`src/rtl/ram_arbiter_if.sv`:
```
// Bus bundle between the two requesters, the arbiter and the scratch RAM.
// slave = arbiter side, master = requesters + RAM side.
interface ram_arbiter_if #(
    parameter int DATA_WIDTH = 16,
    parameter int ADDR_WIDTH = 5,
    parameter int CNT_WIDTH  = 8
);
    logic                  h_req_i;
    logic                  h_we_i;
    logic [ADDR_WIDTH-1:0] h_addr_i;
    logic [DATA_WIDTH-1:0] h_wdata_i;
    logic                  h_ack_o;

    logic                  i_req_i;
    logic                  i_we_i;
    logic [ADDR_WIDTH-1:0] i_addr_i;
    logic [DATA_WIDTH-1:0] i_wdata_i;
    logic                  i_ack_o;

    logic [DATA_WIDTH-1:0] rdata_o;
    logic                  ram_rd_o;
    logic                  ram_wr_o;
    logic [ADDR_WIDTH-1:0] ram_addr_o;
    logic [DATA_WIDTH-1:0] ram_wdata_o;
    logic [DATA_WIDTH-1:0] ram_rdata_i;
    logic                  busy_o;
    logic                  owner_o;
    logic [CNT_WIDTH-1:0]  conflict_cnt_o;
    logic [1:0]            state_o;

    // Handshake: req is a level held until the matching one-cycle ack;
    // we/addr/wdata must be stable while req is high.
    modport slave (
        input  h_req_i, h_we_i, h_addr_i, h_wdata_i,
        input  i_req_i, i_we_i, i_addr_i, i_wdata_i,
        input  ram_rdata_i,
        output h_ack_o, i_ack_o, rdata_o,
        output ram_rd_o, ram_wr_o, ram_addr_o, ram_wdata_o,
        output busy_o, owner_o, conflict_cnt_o, state_o
    );

    modport master (
        output h_req_i, h_we_i, h_addr_i, h_wdata_i,
        output i_req_i, i_we_i, i_addr_i, i_wdata_i,
        output ram_rdata_i,
        input  h_ack_o, i_ack_o, rdata_o,
        input  ram_rd_o, ram_wr_o, ram_addr_o, ram_wdata_o,
        input  busy_o, owner_o, conflict_cnt_o, state_o
    );
endinterface

```
`src/rtl/ram_arbiter.sv`:
```
// Two-port arbiter/sequencer for the single-port debug scratch RAM.
// Define RAM_ARBITER_ROUND_ROBIN_EN to alternate grants on conflicts (default: fixed H priority).
module ram_arbiter #(
    parameter int DATA_WIDTH = 16,
    parameter int ADDR_WIDTH = 5,
    parameter int CNT_WIDTH  = 8
) (
    input logic         clk_i,
    input logic         reset_i,
    ram_arbiter_if.slave bus
);
    typedef enum logic [1:0] {IDLE = 2'd0, STROBE = 2'd1, CAPTURE = 2'd2, ACK = 2'd3} state_t;

    localparam logic [CNT_WIDTH-1:0] CNT_ONE = CNT_WIDTH'(1);

    state_t                state_q, state_n;
    logic                  rd_q, rd_n;
    logic                  wr_q, wr_n;
    logic                  h_ack_q, h_ack_n;
    logic                  i_ack_q, i_ack_n;
    logic [ADDR_WIDTH-1:0] addr_q, addr_n;
    logic [DATA_WIDTH-1:0] wdata_q, wdata_n;
    logic [DATA_WIDTH-1:0] rdata_q, rdata_n;
    logic                  owner_q, owner_n;
    logic [CNT_WIDTH-1:0]  cnt_q, cnt_n;
    logic                  we_q, we_n;
    logic                  granted_q, granted_n;
    logic                  busy_q, busy_n;
    logic                  conflict;
    logic                  grant_i;

    always_ff @(posedge clk_i or posedge reset_i) begin
        if (reset_i) begin
            state_q   <= IDLE;
            rd_q      <= 1'b0;
            wr_q      <= 1'b0;
            h_ack_q   <= 1'b0;
            i_ack_q   <= 1'b0;
            addr_q    <= '0;
            wdata_q   <= '0;
            rdata_q   <= '0;
            owner_q   <= 1'b0;
            cnt_q     <= '0;
            we_q      <= 1'b0;
            granted_q <= 1'b0;
            busy_q    <= 1'b0;
        end else begin
            state_q   <= state_n;
            rd_q      <= rd_n;
            wr_q      <= wr_n;
            h_ack_q   <= h_ack_n;
            i_ack_q   <= i_ack_n;
            addr_q    <= addr_n;
            wdata_q   <= wdata_n;
            rdata_q   <= rdata_n;
            owner_q   <= owner_n;
            cnt_q     <= cnt_n;
            we_q      <= we_n;
            granted_q <= granted_n;
            busy_q    <= busy_n;
        end
    end

    always_comb begin
        state_n   = state_q;
        rd_n      = 1'b0;
        wr_n      = 1'b0;
        h_ack_n   = 1'b0;
        i_ack_n   = 1'b0;
        addr_n    = addr_q;
        wdata_n   = wdata_q;
        rdata_n   = rdata_q;
        owner_n   = owner_q;
        cnt_n     = cnt_q;
        we_n      = we_q;
        granted_n = granted_q;
        conflict  = 1'b0;
        grant_i   = 1'b0;

        case (state_q)
            IDLE: begin
                if (bus.h_req_i || bus.i_req_i) begin
                    conflict = bus.h_req_i & bus.i_req_i;
                    if (conflict) begin
`ifdef RAM_ARBITER_ROUND_ROBIN_EN
                        // No grant yet since reset means H, even though ~owner_q would say I.
                        grant_i = granted_q & ~owner_q;
`else
                        grant_i = 1'b0;
`endif
                        if (cnt_q != '1) cnt_n = cnt_q + CNT_ONE;
                    end else begin
                        grant_i = bus.i_req_i;
                    end
                    owner_n   = grant_i;
                    granted_n = 1'b1;
                    we_n      = grant_i ? bus.i_we_i    : bus.h_we_i;
                    addr_n    = grant_i ? bus.i_addr_i  : bus.h_addr_i;
                    wdata_n   = grant_i ? bus.i_wdata_i : bus.h_wdata_i;
                    wr_n      = we_n;
                    rd_n      = ~we_n;
                    state_n   = STROBE;
                end
            end
            STROBE: state_n = CAPTURE;
            CAPTURE: begin
                // RAM data is valid this cycle, one cycle after the read strobe.
                if (!we_q) rdata_n = bus.ram_rdata_i;
                h_ack_n = ~owner_q;
                i_ack_n = owner_q;
                state_n = ACK;
            end
            ACK: state_n = IDLE;
            default: state_n = IDLE;
        endcase

        busy_n = (state_n != IDLE);
    end

    assign bus.ram_rd_o       = rd_q;
    assign bus.ram_wr_o       = wr_q;
    assign bus.ram_addr_o     = addr_q;
    assign bus.ram_wdata_o    = wdata_q;
    assign bus.h_ack_o        = h_ack_q;
    assign bus.i_ack_o        = i_ack_q;
    assign bus.rdata_o        = rdata_q;
    assign bus.busy_o         = busy_q;
    assign bus.owner_o        = owner_q;
    assign bus.conflict_cnt_o = cnt_q;
    assign bus.state_o        = state_q;
endmodule
```
`src/flat_wrapper.sv`:
```
// flat-port wrapper written by rule: the top's interface ports become plain ports
module ram_arbiter_flat 
#(
    parameter int DATA_WIDTH = 16,
    parameter int ADDR_WIDTH = 5,
    parameter int CNT_WIDTH  = 8
)
  (clk_i, reset_i, bus_h_req_i, bus_h_we_i, bus_h_addr_i, bus_h_wdata_i, bus_i_req_i, bus_i_we_i, bus_i_addr_i, bus_i_wdata_i, bus_ram_rdata_i, bus_h_ack_o, bus_i_ack_o, bus_rdata_o, bus_ram_rd_o, bus_ram_wr_o, bus_ram_addr_o, bus_ram_wdata_o, bus_busy_o, bus_owner_o, bus_conflict_cnt_o, bus_state_o);
  ram_arbiter_if #(.DATA_WIDTH(DATA_WIDTH), .ADDR_WIDTH(ADDR_WIDTH), .CNT_WIDTH(CNT_WIDTH)) bus_i ();
  input logic clk_i;
  input logic reset_i;
  input wire logic [$bits(bus_i.h_req_i)-1:0] bus_h_req_i;
  input wire logic [$bits(bus_i.h_we_i)-1:0] bus_h_we_i;
  input wire logic [$bits(bus_i.h_addr_i)-1:0] bus_h_addr_i;
  input wire logic [$bits(bus_i.h_wdata_i)-1:0] bus_h_wdata_i;
  input wire logic [$bits(bus_i.i_req_i)-1:0] bus_i_req_i;
  input wire logic [$bits(bus_i.i_we_i)-1:0] bus_i_we_i;
  input wire logic [$bits(bus_i.i_addr_i)-1:0] bus_i_addr_i;
  input wire logic [$bits(bus_i.i_wdata_i)-1:0] bus_i_wdata_i;
  input wire logic [$bits(bus_i.ram_rdata_i)-1:0] bus_ram_rdata_i;
  output wire logic [$bits(bus_i.h_ack_o)-1:0] bus_h_ack_o;
  output wire logic [$bits(bus_i.i_ack_o)-1:0] bus_i_ack_o;
  output wire logic [$bits(bus_i.rdata_o)-1:0] bus_rdata_o;
  output wire logic [$bits(bus_i.ram_rd_o)-1:0] bus_ram_rd_o;
  output wire logic [$bits(bus_i.ram_wr_o)-1:0] bus_ram_wr_o;
  output wire logic [$bits(bus_i.ram_addr_o)-1:0] bus_ram_addr_o;
  output wire logic [$bits(bus_i.ram_wdata_o)-1:0] bus_ram_wdata_o;
  output wire logic [$bits(bus_i.busy_o)-1:0] bus_busy_o;
  output wire logic [$bits(bus_i.owner_o)-1:0] bus_owner_o;
  output wire logic [$bits(bus_i.conflict_cnt_o)-1:0] bus_conflict_cnt_o;
  output wire logic [$bits(bus_i.state_o)-1:0] bus_state_o;
  assign bus_i.h_req_i = bus_h_req_i;
  assign bus_i.h_we_i = bus_h_we_i;
  assign bus_i.h_addr_i = bus_h_addr_i;
  assign bus_i.h_wdata_i = bus_h_wdata_i;
  assign bus_i.i_req_i = bus_i_req_i;
  assign bus_i.i_we_i = bus_i_we_i;
  assign bus_i.i_addr_i = bus_i_addr_i;
  assign bus_i.i_wdata_i = bus_i_wdata_i;
  assign bus_i.ram_rdata_i = bus_ram_rdata_i;
  assign bus_h_ack_o = bus_i.h_ack_o;
  assign bus_i_ack_o = bus_i.i_ack_o;
  assign bus_rdata_o = bus_i.rdata_o;
  assign bus_ram_rd_o = bus_i.ram_rd_o;
  assign bus_ram_wr_o = bus_i.ram_wr_o;
  assign bus_ram_addr_o = bus_i.ram_addr_o;
  assign bus_ram_wdata_o = bus_i.ram_wdata_o;
  assign bus_busy_o = bus_i.busy_o;
  assign bus_owner_o = bus_i.owner_o;
  assign bus_conflict_cnt_o = bus_i.conflict_cnt_o;
  assign bus_state_o = bus_i.state_o;
  ram_arbiter #(.DATA_WIDTH(DATA_WIDTH), .ADDR_WIDTH(ADDR_WIDTH), .CNT_WIDTH(CNT_WIDTH)) u_core (.clk_i(clk_i), .reset_i(reset_i), .bus(bus_i));
endmodule
```
`config.mk`:
```
export PLATFORM = sky130hd
export DESIGN_NAME = ram_arbiter_flat
export DESIGN_NICKNAME = d
export VERILOG_FILES = /design/src/rtl/ram_arbiter_if.sv /design/src/rtl/ram_arbiter.sv /design/src/flat_wrapper.sv
export SDC_FILE = /design/constraint.sdc
export NUM_CORES = 1
export LEC_CHECK = 0
export ABC_CLOCK_PERIOD_IN_PS = 4100
export CORE_ASPECT_RATIO = 0.9
export CORE_MARGIN = 2
export CORE_UTILIZATION = 43
export CTS_BUF_LIST = sky130_fd_sc_hd__clkbuf_8
export DETAILED_ROUTE_END_ITERATION = 8
export GPL_ROUTABILITY_DRIVEN = 0
export PLACE_DENSITY_LB_ADDON = 0.2
export SETUP_SLACK_MARGIN = 0.15
export SLEW_MARGIN = 10
export SYNTH_ARGS = -nofsm -noshare
export SYNTH_HDL_FRONTEND = slang
export SYNTH_SLANG_ARGS = --single-unit
export TNS_END_PERCENT = 1
```
`constraint.sdc`:
```
create_clock -name clk_i -period 4.1 [get_ports clk_i]
set_input_delay 0.41 -clock clk_i [delete_from_list [all_inputs] [get_ports clk_i]]
set_output_delay 0.41 -clock clk_i [all_outputs]
set_load 0.1 [all_outputs]
```
==> run summary, run 1 <==
outcome - completed
number of fill cells in the layout - 427
cells along the critical path - clkdlybuf4s50_1
required time at the worst-slack endpoint - 3690 ps
cts-stage hold buffer count - 0
Critical Path Max Stage Delay - 1170 ps
Buf/Inv on CP - 1
Post-CTS Setup Repair Bufs - 0
Clock Tree Buf Depth - 2
detail-routed net length per standard cell - 14.3 um
top library cells by usage in the layout, fill and taps aside - clkdlybuf4s50_1 (116), dfrtp_1 (54), nand2_1 (27)
final clock period utilization by the worst path - 57.1%
library cell used as clock root buffer - clkbuf_8
Top Family by Delay on Critical Path - buffers and inverters
worst-case clock skew - 5.32 ps
startpoint kind of the worst setup timing path - register
Ports - 117
DRC violation count after routing - 0
total via count after detailed routing - 1855
share of post-route cells with drive strength above 1 - 11.4%
Port Buffers - 116
final instance area - 3670 um^2
count of pins over their slew limit - 0
Layout Area Growth over Synthesis - 54.4%
clk sink count - 54
Num CTS Buffers - 5
total routing resource utilization after global routing - 18.0%
count of yosys warnings during synthesis - 0
Setup Viol. Count Final - 0
Std-Cell Rows - 25
summed negative setup slack over all endpoints - 0 ps
placeable core area - 5290 um^2
DIE WIDTH - 82.4 um
total congestion overflow - 0
Worst path slowest cell - clkdlybuf4s50_1
Worst-Margin Slew - 994 ps
syn nets - 266
endpoint kind of the worst setup timing path - output pin
class of the tightest hold or removal check - register to register
tightest slew margin relative to the limit - 33.5%
routed via count divided by cell count - 4.84
number of flip-flops and latches in the synthesized netlist - 54
setup repair after global routing missed its margin - false
Max Freq - 0.427 GHz
antenna viol nets, final - 0
clock latency at the later pin of the worst-skew pair - 300 ps
cell area after synthesis - 2380 um^2
maximum net fanout on the critical path - 8
post-synthesis cell count - 198
first-pass GRT wire length - 8350 um
type of the worst setup path - register to output pin
largest area contributor in the synthesized netlist - dfrtp_1
number of diodes - 0
H-Tree Depth - 2
number of antenna violations at the first check in global routing - 0
number of detailed-routing iterations run before antenna repair - 3
post-detail-place hpwl - 4260 um
total detailed-routing wirelength - 5470 um
share of synthesized area occupied by flip-flops and latches - 56.8%
share of the synthesized area in the top cell type - 56.8%
# Max-Cap Violations - 0
instance area at placement - 3570 um^2
largest net degree at the start of global routing - 46
most common library cell in the layout ignoring fill and taps - clkdlybuf4s50_1
vias in the first global route - 1833
Iter 0 DRT Violations - 133
arrival time at the worst endpoint - 1930 ps
count of distinct cell types in the synthesized netlist - 29
area of the die - 6140 um^2
syn avg cell area - 12.0 um^2
net count reported at finish - 383
chip height - 74.5 um
total of cells resized after clock tree synthesis - 0
TritonCTS clock tree - built
final hold violations - 0
initial standard-cell utilization of the core - 45.0%
top post-synthesis cells by area - dfrtp_1 (57%), mux2i_1 (9.7%), mux2_2 (9.5%)
clk slew on worst S/H paths - 90 ps
time the worst path needs with I/O delays and setup - 2340 ps
[logic make-up (layout without fill, tap and decap cells)]
kind of cell,Yosys count,in the layout,share of synthesized area [%]
compound gates,31,31,7.37
xor+xnor,1,1,0.368
fa+ha+maj,4,4,2.11
buf+inv,15,133,4.21
flops,54,54,56.8
mux,44,44,19.6
simple gates,49,49,9.47
[worst register-to-register path: stages, from the launching register on]
cell and delay, ps:
dfrtp_1 410, inv_1 110, ha_1 290, nand3_1 220, nor3_1 280, mux2_2 360
[per-stage QoR]
stage / hold slack [ps] / std cells / setup WS [ps] / util, %
4_1_cts: 495 / 383 / 1740 / 69.4
3_3_place_gp: 467 / 375 / 1980 / 67.6
3_5_place_dp: 474 / 375 / 1950 / 67.6
6_report: 487 / 383 / 1760 / 69.4
5_1_grt: 529 / 383 / 1690 / 69.4
2_1_floorplan: 496 / 198 / 1920 / -
[metal layers]
| metal | GRT usage (%) | vias up | share of wire [%] |
|---|---|---|---|
| met5 | 0 | - | 0 |
| met4 | 5.19 | 0 | 1.6 |
| met2 | 31.3 | 68 | 48 |
| li1 | - | 920 | - |
| met1 | 21.8 | 858 | 41 |
| met3 | 5.10 | 9 | 8.9 |
[final timing paths]
kind | cells after the start | from | to | slack [ps]
max | 1 | u_core.bus.conflict_cnt_o[2] | bus_conflict_cnt_o[2] | 1760
min | 2 | u_core.bus.ram_wdata_o[7] | u_core.bus.ram_wdata_o[7] | 490
max reg2reg | 5 | u_core.bus.state_o[0] | u_core.bus.conflict_cnt_o[5] | 2330
min reg2reg | 2 | u_core.bus.ram_wdata_o[7] | u_core.bus.ram_wdata_o[7] | 490
max in group asynchronous | 3 | reset_i | u_core.bus.ram_wdata_o[3] | 2830
min in group asynchronous | 2 | reset_i | u_core.bus.rdata_o[6] | 520
[cell usage after synthesis (all sizes together)]
cell	number
o2111a	1
nand4	3
nor2	4
and2	1
and3	2
o2111ai	1
o21a	1
nor3	4
buf	8
mux2i	23
nand2	27
ha	4
o21ai	24
mux2	21
xnor2	1
inv	6
clkbuf	1
or2	1
a21oi	4
dfrtp	54
nand3	3
nand2b	1
nor2b	3
[sequential cells by signal, indices dropped and copies added (netlist names)]
register,cells
u_core.bus.ram_wr_o,1
u_core.bus.conflict_cnt_o,8
u_core.bus.state_o,2
u_core.bus.ram_rd_o,1
u_core.bus.busy_o,1
u_core.bus.i_ack_o,1
u_core.bus.owner_o,1
u_core.bus.ram_addr_o,5
u_core.bus.h_ack_o,1
u_core.we_q,1
u_core.bus.rdata_o,16
u_core.bus.ram_wdata_o,16
[cell type report]
type	instances	area (um^2)	share of cell area, %
Clock buffer	6	82.6	2.25
Sequential cell	54	1350	36.8
Timing Repair Buffer	119	1180	32.3
Multi-Input combinational cell	129	933	25.4
Inverter	6	22.5	0.614
Tap cell	67	83.8	2.28
Clock inverter	2	12.5	0.341
Power of run 1 is left out: the tool's default activity adds up to more than one toggle a clock period on the data nets, which glitch-free logic cannot reach.
==> run 2: changes to the inputs <==
ABC_CLOCK_PERIOD_IN_PS = 2100   (was 4100)
CORE_UTILIZATION = 38   (was 43)
clock period = 2.1 ns   (was 4.1 ns; I/O delays follow)
==> run 2 against run 1 <==
  * First-iteration DRC count is 76% lower
  * Critical path type is now register to register
  * Critical path depth is 4 higher
  * Final area is 2.5% lower
  * Non-clock buffer count is 3 higher
  * Clock skew is 4.3 ps higher
  * Global-route usage is 3.1 points lower
  * Register-to-register slack worse by 1900 ps
  * Routed wire length is 6.1% lower
  * Critical endpoint is now u_core.bus.conflict_cnt_o[7]
  * Hold slack worse by 260 ps
  * Die area is 12% higher
==> run summary, run 2 (synthesis results as in run 1) <==
outcome - completed (unchanged)
initial standard-cell utilization of the core - 39.1% (was 45.0%)
DIE WIDTH - 87.4 um (was 82.4 um)
type of the worst setup path - register to register (was register to output pin)
net count reported at finish - 386 (was 383)
chip height - 79.0 um (was 74.5 um)
area of the die - 6910 um^2 (was 6140 um^2)
number of diodes - 0 (unchanged)
class of the tightest hold or removal check - input port to async pin (was register to register)
total routing resource utilization after global routing - 14.8% (was 18.0%)
DRC violation count after routing - 0 (unchanged)
Max Freq - 0.590 GHz
Post-CTS Setup Repair Bufs - 0 (unchanged)
arrival time at the worst endpoint - 1890 ps (was 1930 ps)
timing startpoint of the critical path - u_core.bus.state_o[0] (was u_core.bus.conflict_cnt_o[2])
number of detailed-routing iterations run before antenna repair - 4 (was 3)
library cell used as clock root buffer - clkbuf_8 (unchanged)
Layout Area Growth over Synthesis - 50.5% (was 54.4%)
Critical Path Max Stage Delay - 420 ps (was 1170 ps)
endpoint kind of the worst setup timing path - register (was output pin)
cts-stage hold buffer count - 0 (unchanged)
vias in the first global route - 1664 (was 1833)
total detailed-routing wirelength - 5130 um (was 5470 um)
Worst Setup EP - u_core.bus.conflict_cnt_o[7] (was bus_conflict_cnt_o[2])
Top Family by Delay on Critical Path - simple AND/OR/NAND/NOR gates (was buffers and inverters)
total congestion overflow - 0 (unchanged)
terminus of the critical flop-to-flop path - u_core.bus.conflict_cnt_o[7] (was u_core.bus.conflict_cnt_o[5])
Port Buffers - 116 (unchanged)
first-pass GRT wire length - 7970 um (was 8350 um)
least setup slack across all paths after layout - 405 ps (was 1760 ps)
antenna viol nets, final - 0 (unchanged)
count of cell instances traversed by the critical path - 5 (was 1)
worst hold-check slack - 232 ps (was 487 ps)
number of antenna violations at the first check in global routing - 0 (unchanged)
register-to-register path setup slack - 410 ps (was 2330 ps)
clk slew on worst S/H paths - 100 ps (was 90 ps)
summed negative setup slack over all endpoints - 0 ps (unchanged)
final instance area - 3580 um^2 (was 3670 um^2)
share of post-route cells with drive strength above 1 - 30.1% (was 11.4%)
cells along the critical path - inv_1 -> ha_1 -> nand3_1 -> nor3_1 -> mux2_2 (was clkdlybuf4s50_1)
Worst-Margin Slew - 490 ps (was 994 ps)
total via count after detailed routing - 1826 (was 1855)
clk sink count - 54 (unchanged)
placeable core area - 6080 um^2 (was 5290 um^2)
final clock period utilization by the worst path - 80.7%
start of the worst register-to-register path - u_core.bus.state_o[0] (unchanged)
Buf/Inv on CP - 1 (unchanged)
largest net degree at the start of global routing - 27 (was 46)
top library cells by usage in the layout, fill and taps aside - clkdlybuf4s50_1 (63), buf_4 (58), dfrtp_1 (50) (was clkdlybuf4s50_1 (116), dfrtp_1 (54), nand2_1 (27))
final hold violations - 0 (unchanged)
detail-routed net length per standard cell - 13.1 um (was 14.3 um)
TritonCTS clock tree - built (unchanged)
time the worst path needs with I/O delays and setup - 1690 ps
setup repair after global routing missed its margin - false (unchanged)
Setup Viol. Count Final - 0 (unchanged)
Clock Tree Buf Depth - 2 (unchanged)
Worst path slowest cell - dfrtp_2 (was clkdlybuf4s50_1)
Ports - 117 (unchanged)
count of pins over their slew limit - 0 (unchanged)
most common library cell in the layout ignoring fill and taps - clkdlybuf4s50_1 (unchanged)
routed via count divided by cell count - 4.67 (was 4.84)
instance area at placement - 3490 um^2 (was 3570 um^2)
total of cells resized after clock tree synthesis - 0 (unchanged)
Std-Cell Rows - 27 (was 25)
startpoint kind of the worst setup timing path - register (unchanged)
tightest slew margin relative to the limit - 67.3% (was 33.5%)
worst-case setup slack after placement - 341 ps (was 1950 ps)
clock latency at the later pin of the worst-skew pair - 310 ps (was 300 ps)
post-detail-place hpwl - 3900 um (was 4260 um)
maximum net fanout on the critical path - 5 (was 8)
# Max-Cap Violations - 0 (unchanged)
Num CTS Buffers - 5 (unchanged)
H-Tree Depth - 2 (unchanged)
number of cells traversed by the worst register-to-register path - 5 (unchanged)
Iter 0 DRT Violations - 32 (was 133)
required time at the worst-slack endpoint - 2300 ps (was 3690 ps)
worst-case clock skew - 9.66 ps (was 5.32 ps)
## run 2: changes by cell type in the layout (fill, tap and decap cells not counted)
cell and delta:
buf_4 +55, clkdlybuf4s50_1 -53, buf_12 +1, clkinv_4 +1, clkbuf_8 -1, dfrtp_1 -4
dfrtp_2 +4
## run 2: per-layer routing
metal | GRT usage (%) | up-vias | part of all wire (%) | wire length, um
met4 | 4.77 | 0 | 1.1 | 54
li1 | - | 923 | - | -
met5 | 0 | - | 0 | 0
met1 | 20.7 | 824 | 44 | 2270
met3 | 4.89 | 7 | 9.5 | 489
met2 | 21.8 | 72 | 45 | 2320
## run 2: how the worst min path moves through the flow
stage	from	to	cells after the start
detailed placement	u_core.bus.ram_wdata_o[13]	u_core.bus.ram_wdata_o[13]	2
global placement	u_core.bus.ram_wdata_o[14]	u_core.bus.ram_wdata_o[14]	2
finish	reset_i	u_core.bus.rdata_o[0]	2
CTS	reset_i	u_core.bus.rdata_o[0]	2
floorplan	bus_h_req_i	u_core.bus.owner_o	1
global route	reset_i	u_core.bus.rdata_o[0]	2
## run 2: worst register-to-register path, cell delays in order (launching register included)
cell and delay (ps):
dfrtp_2 420, inv_1 100, ha_1 280, nand3_1 180, nor3_1 250, mux2_2 360
## run 2: through the flow
| stage | cells | utilization [%] |
|---|---|---|
| 2_1_floorplan | 198 | - |
| 3_3_place_gp | 383 | 57.4 |
| 3_5_place_dp | 383 | 57.4 |
| 4_1_cts | 391 | 58.8 |
| 5_1_grt | 391 | 58.8 |
| 6_report | 391 | 58.8 |
## run 2: cell type report
type	count	area, um^2
inverters	6	22.5
clock buffers	5	68.8
multi-input cells	129	933
clock inverters	3	21.3
flip-flops and latches	54	1360
fillers	542	2500
repair buffers	122	1090
well taps	72	90.1
Power of run 2 is left out for the same reason.
==> RTL change, RTL diff (config.mk and constraints of run 2) <==
Reset style: synchronous (`reset_i`), changed in one clocked block.
--- a/src/rtl/ram_arbiter.sv
+++ b/src/rtl/ram_arbiter.sv
@@ -29,7 +29,7 @@
     logic                  conflict;
     logic                  grant_i;
 
-    always_ff @(posedge clk_i or posedge reset_i) begin
+    always_ff @(posedge clk_i) begin
         if (reset_i) begin
             state_q   <= IDLE;
             rd_q      <= 1'b0;
Formal check against the unedited RTL: differs if reset_i is asserted again (counterexample within 4 cycles, from zero or initial values and one cycle with reset_i high); with reset_i held inactive, the same outputs for 10 cycles.
==> RTL change against run 2 <==
Via count grew 14%. Wire length grew 14%. Final cell count grew 9.0%. Fmax grew 3.4%. Worst setup slack gained 56 ps. First-iteration DRC count grew to 3.0 times the old value. Core utilization grew 0.95 points. Final area shrank 3.8%. Highest routed layer unchanged. Hold slack gained 140 ps. Synthesized area shrank 3.7%. Sequential cell count is the same. The run now ends with DRC left.
==> RTL change: results (changes against run 2) <==
stage;metric;value;unit;change
yosys;top-area cell type share of the netlist area;47.2;%;was 56.8%
cells_and_area;layout cells sized above 1;22.2;%;was 30.1%
setup_path;slowest CP cell;and4_1;;was dfrtp_2
route;DR WL met2;2790;µm;was 2320 µm
run_status;status;finished with violations;;was finished clean
global_route;All-Layer GR Usage;18.0;%;was 14.8%
global_route;first-pass GRT wire length;9670;µm;was 7970 µm
route;Met3 Routed Length;397;µm;was 489 µm
placed_design;pre-CTS setup slack;290;ps;was 341 ps
global_route;number of global-route vias before repair;1935;;was 1664
yosys;top area cells in the synthesized netlist;dfxtp_1 (47%), mux2i_1 (10%), a211oi_1 (9.5%);;was dfrtp_1 (57%), mux2i_1 (9.7%), mux2_2 (9.5%)
route;DRC viols;10;;was 0
setup_path;Critical Path AT;1830;ps;was 1890 ps
yosys;synthesized area per cell;9.30;µm²;was 12.0 µm²
route;WL met1;2610;µm;was 2270 µm
global_route;largest net degree at the start of global routing;47;;was 27
yosys;XOR/XNOR share of the synthesized area;0;%;was 0.368%
yosys;syn nets;314;;was 266
route;total wire length;5850;µm;was 5130 µm
run_status;failing checks;DRC;;
placed_design;post-DP HPWL;4310;µm;was 3900 µm
yosys;Distinct cells, synth;32;;was 29
yosys;Most used DFF post-synth;dfxtp_1;;was dfrtp_1
yosys;adder-cell share of the synthesized area;2.19;%;was 2.11%
global_route;global routing usage on met1;23.1;%;was 20.7%
yosys;Commonest cells post-synth;dfxtp_1 (54), nand2_1 (34), a211oi_1 (29);;was dfrtp_1 (54), nand2_1 (27), mux2i_1 (23)
yosys;asr flop ratio synth;0;%;was 100%
cells_and_area;Final nets;423;;was 386
route;routed vias/inst;4.90;;was 4.67
yosys;register area share after synthesis;47.2;%;was 56.8%
## RTL change: power groups by stage
stage               clock [µW]  combinational (µW)  sequential (µW)
floorplan                    0                 651             3230
global placement             0                3080             1440
detailed placement           0                3100             1450
CTS                        614                3110             1430
global route               662                3250             1460
finish                     590                3090             1420
## RTL change: final cells by class
class	instances	area (µm²)
Fill cell	539	2310
Sequential cell	54	1090
Timing Repair Buffer	121	1090
Multi-Input combinational cell	170	1070
Tap cell	70	87.6
Clock buffer	5	68.8
Clock inverter	3	23.8
Inverter	3	11.3
## RTL change: final timing paths
| kind | startpoint | endpoint | slack [ps] |
|---|---|---|---|
| setup / recovery | u_core.bus.state_o[0] | u_core.bus.conflict_cnt_o[5] | 460 |
| hold / removal | reset_i | u_core.bus.rdata_o[8] | 370 |
| setup reg to reg | u_core.bus.state_o[0] | u_core.bus.conflict_cnt_o[5] | 460 |
| hold reg to reg | u_core.bus.rdata_o[10] | u_core.bus.rdata_o[10] | 460 |
